[src/rtl/mem_access_ctrl_pkg.sv]
// Shared definitions for the memory access controller: op codes, FSM states
// and default geometry of the unified instruction/data memory.
package mem_access_ctrl_pkg;

  localparam int DEF_DEPTH  = 1024;
  localparam int DEF_ADDR_W = 10;
  localparam int DEF_CNT_W  = 11;

  typedef enum logic [1:0] {
    OP_LOAD  = 2'd0,
    OP_STORE = 2'd1,
    OP_CLEAR = 2'd2,
    OP_RSVD  = 2'd3
  } op_e;

  typedef enum logic [2:0] {
    ST_IDLE = 3'd0,
    ST_RD   = 3'd1,
    ST_WR   = 3'd2,
    ST_CLR  = 3'd3,
    ST_RESP = 3'd4
  } state_e;

endpackage

[src/rtl/mem_access_ctrl_fetch.sv]
// Instruction fetch path: registers the PC onto the memory fetch port and
// captures Instruction one cycle later with a single-cycle valid pulse.
module mem_fetch_stage #(
  parameter int ADDR_W = 10
) (
  input  logic              clk,
  input  logic              reset,
  input  logic              fetch_en,
  input  logic [ADDR_W-1:0] pc_in,
  input  logic [31:0]       Instruction,
  output logic [31:0]       Read_PC,
  output logic [31:0]       instr_out,
  output logic              instr_valid
);

  logic [ADDR_W-1:0] r_pc;
  logic              r_pend;
  logic [31:0]       r_instr;
  logic              r_valid;

  // r_pend marks that Read_PC carries a fresh fetch address this cycle.
  always_ff @(posedge clk) begin
    if (reset) begin
      r_pc    <= '0;
      r_pend  <= 1'b0;
      r_instr <= '0;
      r_valid <= 1'b0;
    end else begin
      r_pend  <= fetch_en;
      r_valid <= r_pend;
      if (fetch_en) r_pc <= pc_in;
      if (r_pend) r_instr <= Instruction;
    end
  end

  assign Read_PC     = {{(32-ADDR_W){1'b0}}, r_pc};
  assign instr_out   = r_instr;
  assign instr_valid = r_valid;

endmodule

[src/rtl/mem_access_ctrl.sv]
// Data-port sequencer for load/store/clear requests with a registered response,
// plus the independent instruction fetch stage.
module mem_access_ctrl
  import mem_access_ctrl_pkg::*;
#(
  parameter int DEPTH  = DEF_DEPTH,
  parameter int ADDR_W = DEF_ADDR_W,
  parameter int CNT_W  = DEF_CNT_W
) (
  input  logic              clk,
  input  logic              reset,
  input  logic              req_valid,
  output logic              req_ready,
  input  logic [1:0]        req_op,
  input  logic [ADDR_W-1:0] req_addr,
  input  logic [31:0]       req_wdata,
  input  logic [CNT_W-1:0]  req_count,
  output logic              resp_valid,
  input  logic              resp_ready,
  output logic [31:0]       resp_rdata,
  output logic              resp_err,
  input  logic              fetch_en,
  input  logic [ADDR_W-1:0] pc_in,
  output logic [31:0]       instr_out,
  output logic              instr_valid,
  output logic [31:0]       Read_PC,
  output logic [31:0]       R_W_Addr,
  output logic [31:0]       DataWrite,
  output logic              Op2En,
  output logic              Op2RW,
  output logic              M_Clear,
  input  logic [31:0]       DataRead,
  input  logic [31:0]       Instruction
);

  localparam logic [ADDR_W-1:0] LAST_ADDR = ADDR_W'(DEPTH - 1);

  // Handshake: a request transfers on a rising edge where req_valid and
  // req_ready are both 1; a response transfers where resp_valid and
  // resp_ready are both 1. resp_valid and its payload hold until then.
  state_e            r_state;
  logic [ADDR_W-1:0] r_addr;
  logic [CNT_W-1:0]  r_cnt;
  logic [31:0]       r_wdata;
  logic              r_op2en;
  logic              r_op2rw;
  logic              r_mclear;
  logic              r_ready;
  logic              r_resp_valid;
  logic              r_resp_err;
  logic [31:0]       r_rdata;
  logic              w_accept;

  assign w_accept = r_ready && req_valid;

  always_ff @(posedge clk) begin
    if (reset) begin
      r_state      <= ST_IDLE;
      r_addr       <= '0;
      r_cnt        <= '0;
      r_wdata      <= '0;
      r_op2en      <= 1'b0;
      r_op2rw      <= 1'b0;
      r_mclear     <= 1'b0;
      r_ready      <= 1'b0;
      r_resp_valid <= 1'b0;
      r_resp_err   <= 1'b0;
      r_rdata      <= '0;
    end else begin
      case (r_state)
        ST_IDLE: begin
          r_ready <= 1'b1;
          if (w_accept) begin
            r_ready    <= 1'b0;
            r_addr     <= req_addr;
            r_rdata    <= '0;
            r_resp_err <= 1'b0;
            case (op_e'(req_op))
              OP_LOAD: begin
                r_op2en <= 1'b1;
                r_op2rw <= 1'b0;
                r_state <= ST_RD;
              end
              OP_STORE: begin
                r_op2en <= 1'b1;
                r_op2rw <= 1'b1;
                r_wdata <= req_wdata;
                r_state <= ST_WR;
              end
              OP_CLEAR: begin
                if (req_count == '0) begin
                  r_resp_valid <= 1'b1;
                  r_state      <= ST_RESP;
                end else begin
                  r_mclear <= 1'b1;
                  r_cnt    <= req_count;
                  r_state  <= ST_CLR;
                end
              end
              default: begin
                r_resp_err   <= 1'b1;
                r_resp_valid <= 1'b1;
                r_state      <= ST_RESP;
              end
            endcase
          end
        end
        ST_RD: begin
          r_rdata      <= DataRead;
          r_op2en      <= 1'b0;
          r_resp_valid <= 1'b1;
          r_state      <= ST_RESP;
        end
        ST_WR: begin
          r_op2en      <= 1'b0;
          r_op2rw      <= 1'b0;
          r_resp_valid <= 1'b1;
          r_state      <= ST_RESP;
        end
        ST_CLR: begin
          // The word at r_addr is cleared on this edge; decide whether it was the last.
          if (r_cnt == CNT_W'(1)) begin
            r_mclear     <= 1'b0;
            r_resp_valid <= 1'b1;
            r_state      <= ST_RESP;
          end else if (r_addr == LAST_ADDR) begin
            r_mclear     <= 1'b0;
            r_resp_err   <= 1'b1;
            r_resp_valid <= 1'b1;
            r_state      <= ST_RESP;
          end else begin
            r_addr <= r_addr + ADDR_W'(1);
            r_cnt  <= r_cnt - CNT_W'(1);
          end
        end
        ST_RESP: begin
          if (resp_ready) begin
            r_resp_valid <= 1'b0;
            r_resp_err   <= 1'b0;
            r_rdata      <= '0;
            r_ready      <= 1'b1;
            r_state      <= ST_IDLE;
          end
        end
        default: r_state <= ST_IDLE;
      endcase
    end
  end

  assign req_ready  = r_ready;
  assign resp_valid = r_resp_valid;
  assign resp_rdata = r_rdata;
  assign resp_err   = r_resp_err;
  assign R_W_Addr   = {{(32-ADDR_W){1'b0}}, r_addr};
  assign DataWrite  = r_wdata;
  assign Op2En      = r_op2en;
  assign Op2RW      = r_op2rw;
  assign M_Clear    = r_mclear;

  mem_fetch_stage #(.ADDR_W(ADDR_W)) u_fetch (
    .clk         (clk),
    .reset       (reset),
    .fetch_en    (fetch_en),
    .pc_in       (pc_in),
    .Instruction (Instruction),
    .Read_PC     (Read_PC),
    .instr_out   (instr_out),
    .instr_valid (instr_valid)
  );

endmodule

[config.mk]
export PLATFORM = sky130hd
export DESIGN_NAME = mem_access_ctrl
export DESIGN_NICKNAME = d
export VERILOG_FILES = /design/src/rtl/mem_access_ctrl_pkg.sv /design/src/rtl/mem_access_ctrl_fetch.sv /design/src/rtl/mem_access_ctrl.sv
export SDC_FILE = /design/constraint.sdc
export NUM_CORES = 1
export LEC_CHECK = 0
export CAP_MARGIN = 20
export CORE_MARGIN = 2
export CORE_UTILIZATION = 36
export CTS_CLUSTER_SIZE = 10
export DETAILED_ROUTE_END_ITERATION = 8
export PLACE_DENSITY_LB_ADDON = 0.3
export SLEW_MARGIN = 20
export SYNTH_ARGS = -nofsm -noshare
export SYNTH_HDL_FRONTEND = slang
export SYNTH_SLANG_ARGS = --single-unit
[constraint.sdc]
create_clock -name clk -period 1.8 [get_ports clk]
set_input_delay 0.54 -clock clk [delete_from_list [all_inputs] [get_ports clk]]
set_output_delay 0.54 -clock clk [all_outputs]
set_load 0.005 [all_outputs]
==> impl_results.rst <==
.. list-table::
   :header-rows: 1

   * - Metric
     - Value
   * - Total gr overflow
     - 0
   * - Starting utilization of the core area
     - 37.0%
   * - Minimum clock period after layout
     - 1.78 ns
   * - Sequential share of power
     - 39.8%
   * - Die boundary height
     - 132 um
   * - Number of setup violations in the final report
     - 0
   * - GRT Overall Usage
     - 20.1%
   * - Leading cell type by number of instances after synthesis
     - sky130_fd_sc_hd__dfxtp_1
   * - Cell chosen for the clock root
     - sky130_fd_sc_hd__clkbuf_16
   * - Number of detailed-route iterations in the first pass
     - 5
   * - Max-slew violation total from the final report
     - 0
   * - Cell types with the largest area share after synthesis
     - sky130_fd_sc_hd__dfxtp_1 (47%), sky130_fd_sc_hd__mux2i_1 (7.5%), sky130_fd_sc_hd__nor2_1 (6.2%), sky130_fd_sc_hd__buf_4 (5.7%), sky130_fd_sc_hd__nand2_1 (5.1%)
   * - Count of inserted antenna diode cells
     - 0
   * - Element type at the critical path end
     - register
   * - TritonCTS clock tree
     - done
   * - Number of max-cap violations
     - 0
   * - Maximum ir drop on the vdd rail
     - 651 uV
   * - Detailed-route via count
     - 5871
   * - Worst clock skew on the final layout
     - 0.0187 ns
   * - Cell type with the largest total area after synthesis
     - sky130_fd_sc_hd__dfxtp_1
   * - Top fanout value on the critical path
     - 5
   * - Initial antenna violation count
     - 0
   * - Outcome
     - finished, final reports clean
   * - Placement Rows
     - 46
   * - Total wirelength of the detailed-routed design
     - 18100 um
   * - Syn Area/Cell
     - 8.71 sq um
   * - Destination of the worst hold path
     - Op2En
   * - Area after detailed placement
     - 8970 sq um
   * - Per-cell routed wire length
     - 15.1 um
   * - Number of DRC violations after detailed routing
     - 0
   * - Depth of the worst register-to-register path
     - 5
   * - Top flip-flop cell by instance count after synthesis
     - sky130_fd_sc_hd__dfxtp_1
   * - Maximum clock frequency
     - 0.562 GHz
   * - Count of antenna-violating nets left after detailed routing
     - 0
   * - Clock buffers created by TritonCTS
     - 17
   * - Number of enable-type register cells in the synthesized netlist
     - 0
   * - Total half-perimeter wirelength after legalization and detailed placement
     - 12600 um
   * - Reg2Reg Launch Point
     - r_cnt[9]
   * - Post-DR vias/cell
     - 4.90
   * - Startpoint class of the critical path
     - register
   * - Hold_ws
     - 0.429 ns
   * - First DRT Iteration DRCs
     - 325
   * - Worst-Skew Late Latency
     - 0.42 ns
   * - Hold buffer count at cts
     - 0
   * - Worst setup path class
     - register to register
   * - Share of cells above drive strength 1
     - 15.6%
   * - Mapped Cells
     - 677
   * - Part of the total power dissipated in combinational logic
     - 19.0%
   * - Number of H-tree levels
     - 4
   * - Sequential element share of the synthesized area
     - 46.9%
   * - Delay of the slowest cell on the worst path
     - 0.40 ns
   * - Internal power
     - 6.16 mW
   * - Total power divided by cell area
     - 856 nW/um^2
   * - Count of final hold-check violations
     - 0
   * - Unrepaired setup endpoints after global routing
     - yes
   * - FFs w/ async S/R, synth
     - 0%
   * - Die ar.
     - 17400 sq um
   * - Final Cycle Share
     - 98.9%
   * - Fraction of post-synthesis cell area in the top cell type by area
     - 46.9%
   * - Switching share of power
     - 25.9%
   * - Synth-to-layout area growth
     - 64.9%
   * - Final Worst Setup Slack
     - 0.0198 ns
   * - Start point of the worst min-delay path
     - reset
   * - Endpoint arrival time on the critical path
     - 2.09 ns
   * - Pre-CTS setup slack
     - -0.557 ns
   * - Slack of the worst reg-to-reg path
     - 0.02 ns
   * - Register bit total from synthesis
     - 138
   * - Boundary pin count
     - 301
   * - Switching power
     - 2.15 mW
   * - Distinct cell type count of the synthesized netlist
     - 59
   * - Clock Path Buffers
     - 2
   * - Wire length of the first global-routing pass
     - 28200 um
   * - Most numerous cell types in the synthesized netlist
     - sky130_fd_sc_hd__dfxtp_1 (138), sky130_fd_sc_hd__nor2_1 (98), sky130_fd_sc_hd__nand2_1 (80)
   * - Reg-to-reg critical path endpoint
     - r_addr[0]
   * - Horizontal extent of the die
     - 132 um
   * - Sum Neg Setup Slack
     - 0 ns
   * - Count of yosys warnings during synthesis
     - 0
   * - Leak Pwr
     - 4.53 nW
   * - Number of sinks handled by clock tree synthesis
     - 138
   * - Clock transition time at the flip-flop clock pins of the worst setup and hold paths
     - 0.06 ns
   * - Slowest library cell on the worst path
     - sky130_fd_sc_hd__nor4_4
   * - Placeable core region
     - 15900 sq um
   * - Post-route cell area
     - 9720 sq um
   * - Post-synthesis instance area
     - 5890 sq um
   * - Via count of the first global-routing pass
     - 5527
   * - Net count reported at finish
     - 1108
   * - Last weighted congestion value of the routability-driven placer
     - 0.849
   * - Pin count of the biggest net entering global routing
     - 55
   * - Min-delay worst type
     - input port to register
   * - Power share of the clock group
     - 41.2%
   * - Count of input and output buffers
     - 256
   * - Critical path, cell by cell
     - nor4_4 > a41oi_4 > o22a_1 > buf_4 > a311oi_1
   * - Worst EP required
     - 2.11 ns
   * - Hold path depth
     - 2
-- critical path, delay by kind of cell (launching register included) --
kind | cells | cell delay [ns]
compound gates | 3 | 0.75
buf+inv | 1 | 0.17
flops | 1 | 0.35
simple gates | 1 | 0.40
-- power by group through the flow --
stage	clock [mW]	combinational (mW)	sequential [mW]
floorplan	0	0.700	3.37
global placement	0	1.56	3.36
detailed placement	0	1.56	3.37
CTS	3.50	1.53	3.30
global route	3.61	1.72	3.33
finish	3.42	1.58	3.31
-- sequential cells by signal (all words and copies together) (netlist names) --
| signal | count |
|---|---|
| DataWrite | 32 |
| M_Clear | 1 |
| Op2En | 1 |
| Op2RW | 1 |
| r_addr | 10 |
| r_cnt | 11 |
| r_state | 3 |
| req_ready | 1 |
| resp_err | 1 |
| resp_rdata | 32 |
| resp_valid | 1 |
| u_fetch.instr_out | 32 |
| u_fetch.instr_valid | 1 |
| u_fetch.r_pc | 10 |
| u_fetch.r_pend | 1 |
-- timing repair --
| action | in CTS | in global routing |
|---|---|---|
| endpoints found under the setup margin | 118 | 45 |
| pin swaps | 11 | 6 |
| gates resized for setup | 137 | 54 |
| setup buffers | 1 | 2 |
| endpoints found under the hold margin | 0 | 0 |
-- per-stage QoR --
step	util, %	power [mW]	cells
5_1_grt	61.0	8.66	1198
4_1_cts	59.7	8.32	1196
6_report	61.0	8.32	1198
3_3_place_gp	56.3	4.92	1165
3_5_place_dp	56.3	4.93	1165
2_1_floorplan	-	4.07	720
-- cell usage in the layout, fill, tap and decap left out, types with 21 or more instances in the layout --
master / Yosys / final
sky130_fd_sc_hd__dlygate4sd2_1: 0 / 112
sky130_fd_sc_hd__dfxtp_1: 138 / 125
sky130_fd_sc_hd__a22oi_1: 34 / 34
sky130_fd_sc_hd__buf_4: 45 / 60
sky130_fd_sc_hd__a21oi_1: 57 / 57
sky130_fd_sc_hd__clkdlybuf4s50_1: 0 / 122
sky130_fd_sc_hd__mux2i_1: 44 / 44
sky130_fd_sc_hd__nor2_1: 98 / 97
sky130_fd_sc_hd__nand2_1: 80 / 79
sky130_fd_sc_hd__conb_1: 1 / 44
sky130_fd_sc_hd__dlymetal6s2s_1: 0 / 21
-- worst max-delay path by stage --
stage	slack [ns]	from	endpoint	cells past startpoint
2_1_floorplan	0.04	r_cnt[0]	r_cnt[8]	8
3_3_place_gp	-0.52	req_count[1]	r_cnt[5]	8
3_5_place_dp	-0.56	req_count[1]	r_cnt[4]	8
4_1_cts	0.0003	u_fetch.instr_out[6]	instr_out[6]	1
5_1_grt	-0.05	r_cnt[9]	r_addr[4]	7
6_report	0.02	r_cnt[9]	r_addr[0]	5
-- cell families (layout without fill, tap and decap cells) --
family / count (synthesis) / after routing / share of synthesized area, %
multiplexers: 44 / 44 / 7.47
AO/OA/AOI/OAI: 153 / 153 / 17.4
flip-flops: 138 / 138 / 46.9
AND/OR/NAND/NOR: 238 / 238 / 17.9
adder cells (fa/ha/maj): 3 / 3 / 0.637
other: 1 / 44 / 0.0636
buffers and inverters: 100 / 362 / 9.59
-- layout make-up --
cell class                      instances  area [sq um]
Fill cell                            1397          6220
Timing Repair Buffer                  328          3140
Multi-Input combinational cell        482          2930
Sequential cell                       138          2780
Clock buffer                           20           457
Tap cell                              216           270
Clock inverter                         10           119
Inverter                                4          15.0
-- layer usage --
layer | vias to the layer above | GRT usage [%] | share of wire (%)
li1 | 2881 | - | -
met1 | 2724 | 24.0 | 41
met2 | 238 | 33.3 | 49
met3 | 28 | 7.50 | 8.4
met4 | 0 | 6.88 | 2.2
met5 | - | 0 | 0
(Power assumes the default switching activity.)
==> RTL edit, RTL diff (same flow settings) <==
The package constant `DEF_ADDR_W` goes from 10 to 9.
--- a/src/rtl/mem_access_ctrl_pkg.sv
+++ b/src/rtl/mem_access_ctrl_pkg.sv
@@ -3,7 +3,7 @@
 package mem_access_ctrl_pkg;
 
   localparam int DEF_DEPTH  = 1024;
-  localparam int DEF_ADDR_W = 10;
+  localparam int DEF_ADDR_W = 9;
   localparam int DEF_CNT_W  = 11;
 
   typedef enum logic [1:0] {
Interface: changed (resized pc_in and req_addr); port bits go from 301 to 299. The function was not compared with the original's and may differ.
==> RTL edit against the original RTL <==
Worst setup slack lost 0.50 ns; count of clock-buffer cells in the layout stayed put; largest cell class unchanged; non-clock buffer count grew 16; routed wire length decreased by 1.3%; critical path depth increased by 6; sequential cell count shrank 2; area after synthesis decreased by 2.6%; critical endpoint is now r_cnt[0]; final area rose by 0.82%; the run now ends with setup timing left; total power is 4.3% lower.
==> RTL edit: results (changes against the original RTL) <==
- Outcome: finished with violations (was completed)
- Failing checks: setup timing
- Post-DP HPWL: 12600 um (about the same)
- Placed inst area: 0.00890 mm2 (was 0.00897 mm2)
- Setup-failing EPs final: 27 (was 0)
- WL met2: 8600 um (was 8830 um)
- Setup TNS: -8.67 ns (was 0 ns)
- Final nets: 1120 (was 1108)
- Path category of the worst min-delay check: flop to flop (was primary input to flop)
- Routability cong.: 0.839 (was 0.849)
- Synth top cells by count: 136 x dfxtp_1, 94 x nand2_1, 94 x nor2_1 (was 138 x dfxtp_1, 98 x nor2_1, 80 x nand2_1)
- Distinct cells, synth: 50 (was 59)
- Crit-path max cell delay: 0.35 ns (was 0.40 ns)
- Pleak: 4.63 nW (was 4.53 nW)
- Share of layout cells above drive strength 1: 17.4% (was 15.6%)
- Clock skew: 0.00598 ns (was 0.0187 ns)
- Non-CTS buffers: 344 (was 328)
- Routed length on met3: 1810 um (was 1520 um)
- NonClk Buf Share: 34.0% (was 32.3%)
- Share of cell area taken by multi-input logic gates: 28.9% (was 30.2%)
- Final cell count without fillers: 1212 (was 1198)
- Largest net degree at the start of global routing: 35 (was 55)
- Post-CTS Resized: 134 (was 137)
- Crit path max fanout: 17 (was 5)
- Routed met1 length: 7180 um (was 7380 um)
- First-pass GRT wire length: 27300 um (was 28200 um)
- VDD IR max: 0.550 mV (was 0.651 mV)
- Register Area: 0.00274 mm2 (was 0.00278 mm2)
- Reg2reg start: r_addr[0] (was r_cnt[9])
- Number of multi-input logic gates: 477 (was 482)
- R2R depth: 11 (was 5)
- Worst slack, placed: -0.558 ns (was -0.557 ns)
- Register bit total from synthesis: 136 (was 138)
- Sequential fraction of the synthesis area: 47.4% (was 46.9%)
- Total track usage: 20.4% (was 20.1%)
- Final WS setup: -0.476 ns (was 0.0198 ns)
- Port Buffers: 252 (was 256)
- DR vias/cell: 4.75 (was 4.90)
- Setup Buffers After CTS: 14 (was 1)
- Starting DRC count in detailed routing: 210 (was 325)
==> RTL edit: cell count changes after synthesis, moves of 5 or more <==
cell | before | now
nand2_1 | 80 | 94
nor3_1 | 18 | 6
buf_2 | 10 | 0
clkbuf_1 | 33 | 40
a21o_1 | 1 | 7
o311ai_0 | 6 | 0
o31ai_1 | 9 | 3
o32ai_1 | 6 | 1
==> RTL edit: kinds of logic (layout without fill, tap and decap cells) <==
| logic type | count (synthesis) | after routing | share of synthesized area (%) |
|---|---|---|---|
| simple gates | 240 | 240 | 18.3 |
| compound gates | 144 | 144 | 16.4 |
| flops | 136 | 136 | 47.4 |
| buf+inv | 97 | 383 | 9.48 |
| mux | 41 | 41 | 7.15 |
| fa+ha+maj | 4 | 4 | 0.871 |
| xor+xnor | 2 | 2 | 0.305 |
| other cells | 1 | 46 | 0.0653 |
==> RTL edit: power by group <==
| part | switching (mW) | total (mW) | internal (mW) |
|---|---|---|---|
| logic | 0.533 | 1.25 | 0.712 |
| clock network | 1.30 | 3.51 | 2.21 |
| registers | 0.0678 | 3.20 | 3.14 |
| total | 1.90 | 7.96 | 6.06 |
==> RTL edit: worst min-delay path by stage <==
| stage | cells after the start | slack (ns) | from | end |
|---|---|---|---|---|
| 2_1_floorplan | 2 | 0.44 | resp_valid | resp_valid |
| 3_3_place_gp | 2 | 0.44 | DataWrite[6] | DataWrite[6] |
| 3_5_place_dp | 2 | 0.45 | DataWrite[17] | DataWrite[17] |
| 4_1_cts | 2 | 0.45 | DataWrite[1] | DataWrite[1] |
| 5_1_grt | 2 | 0.47 | M_Clear | M_Clear |
| 6_report | 2 | 0.45 | DataWrite[1] | DataWrite[1] |
==> RTL edit: routing by layer <==
metal	vias up	global-route usage, %
li1	2843	-
met1	2670	23.4
met2	223	34.2
met3	22	8.41
met4	0	7.02
met5	-	0
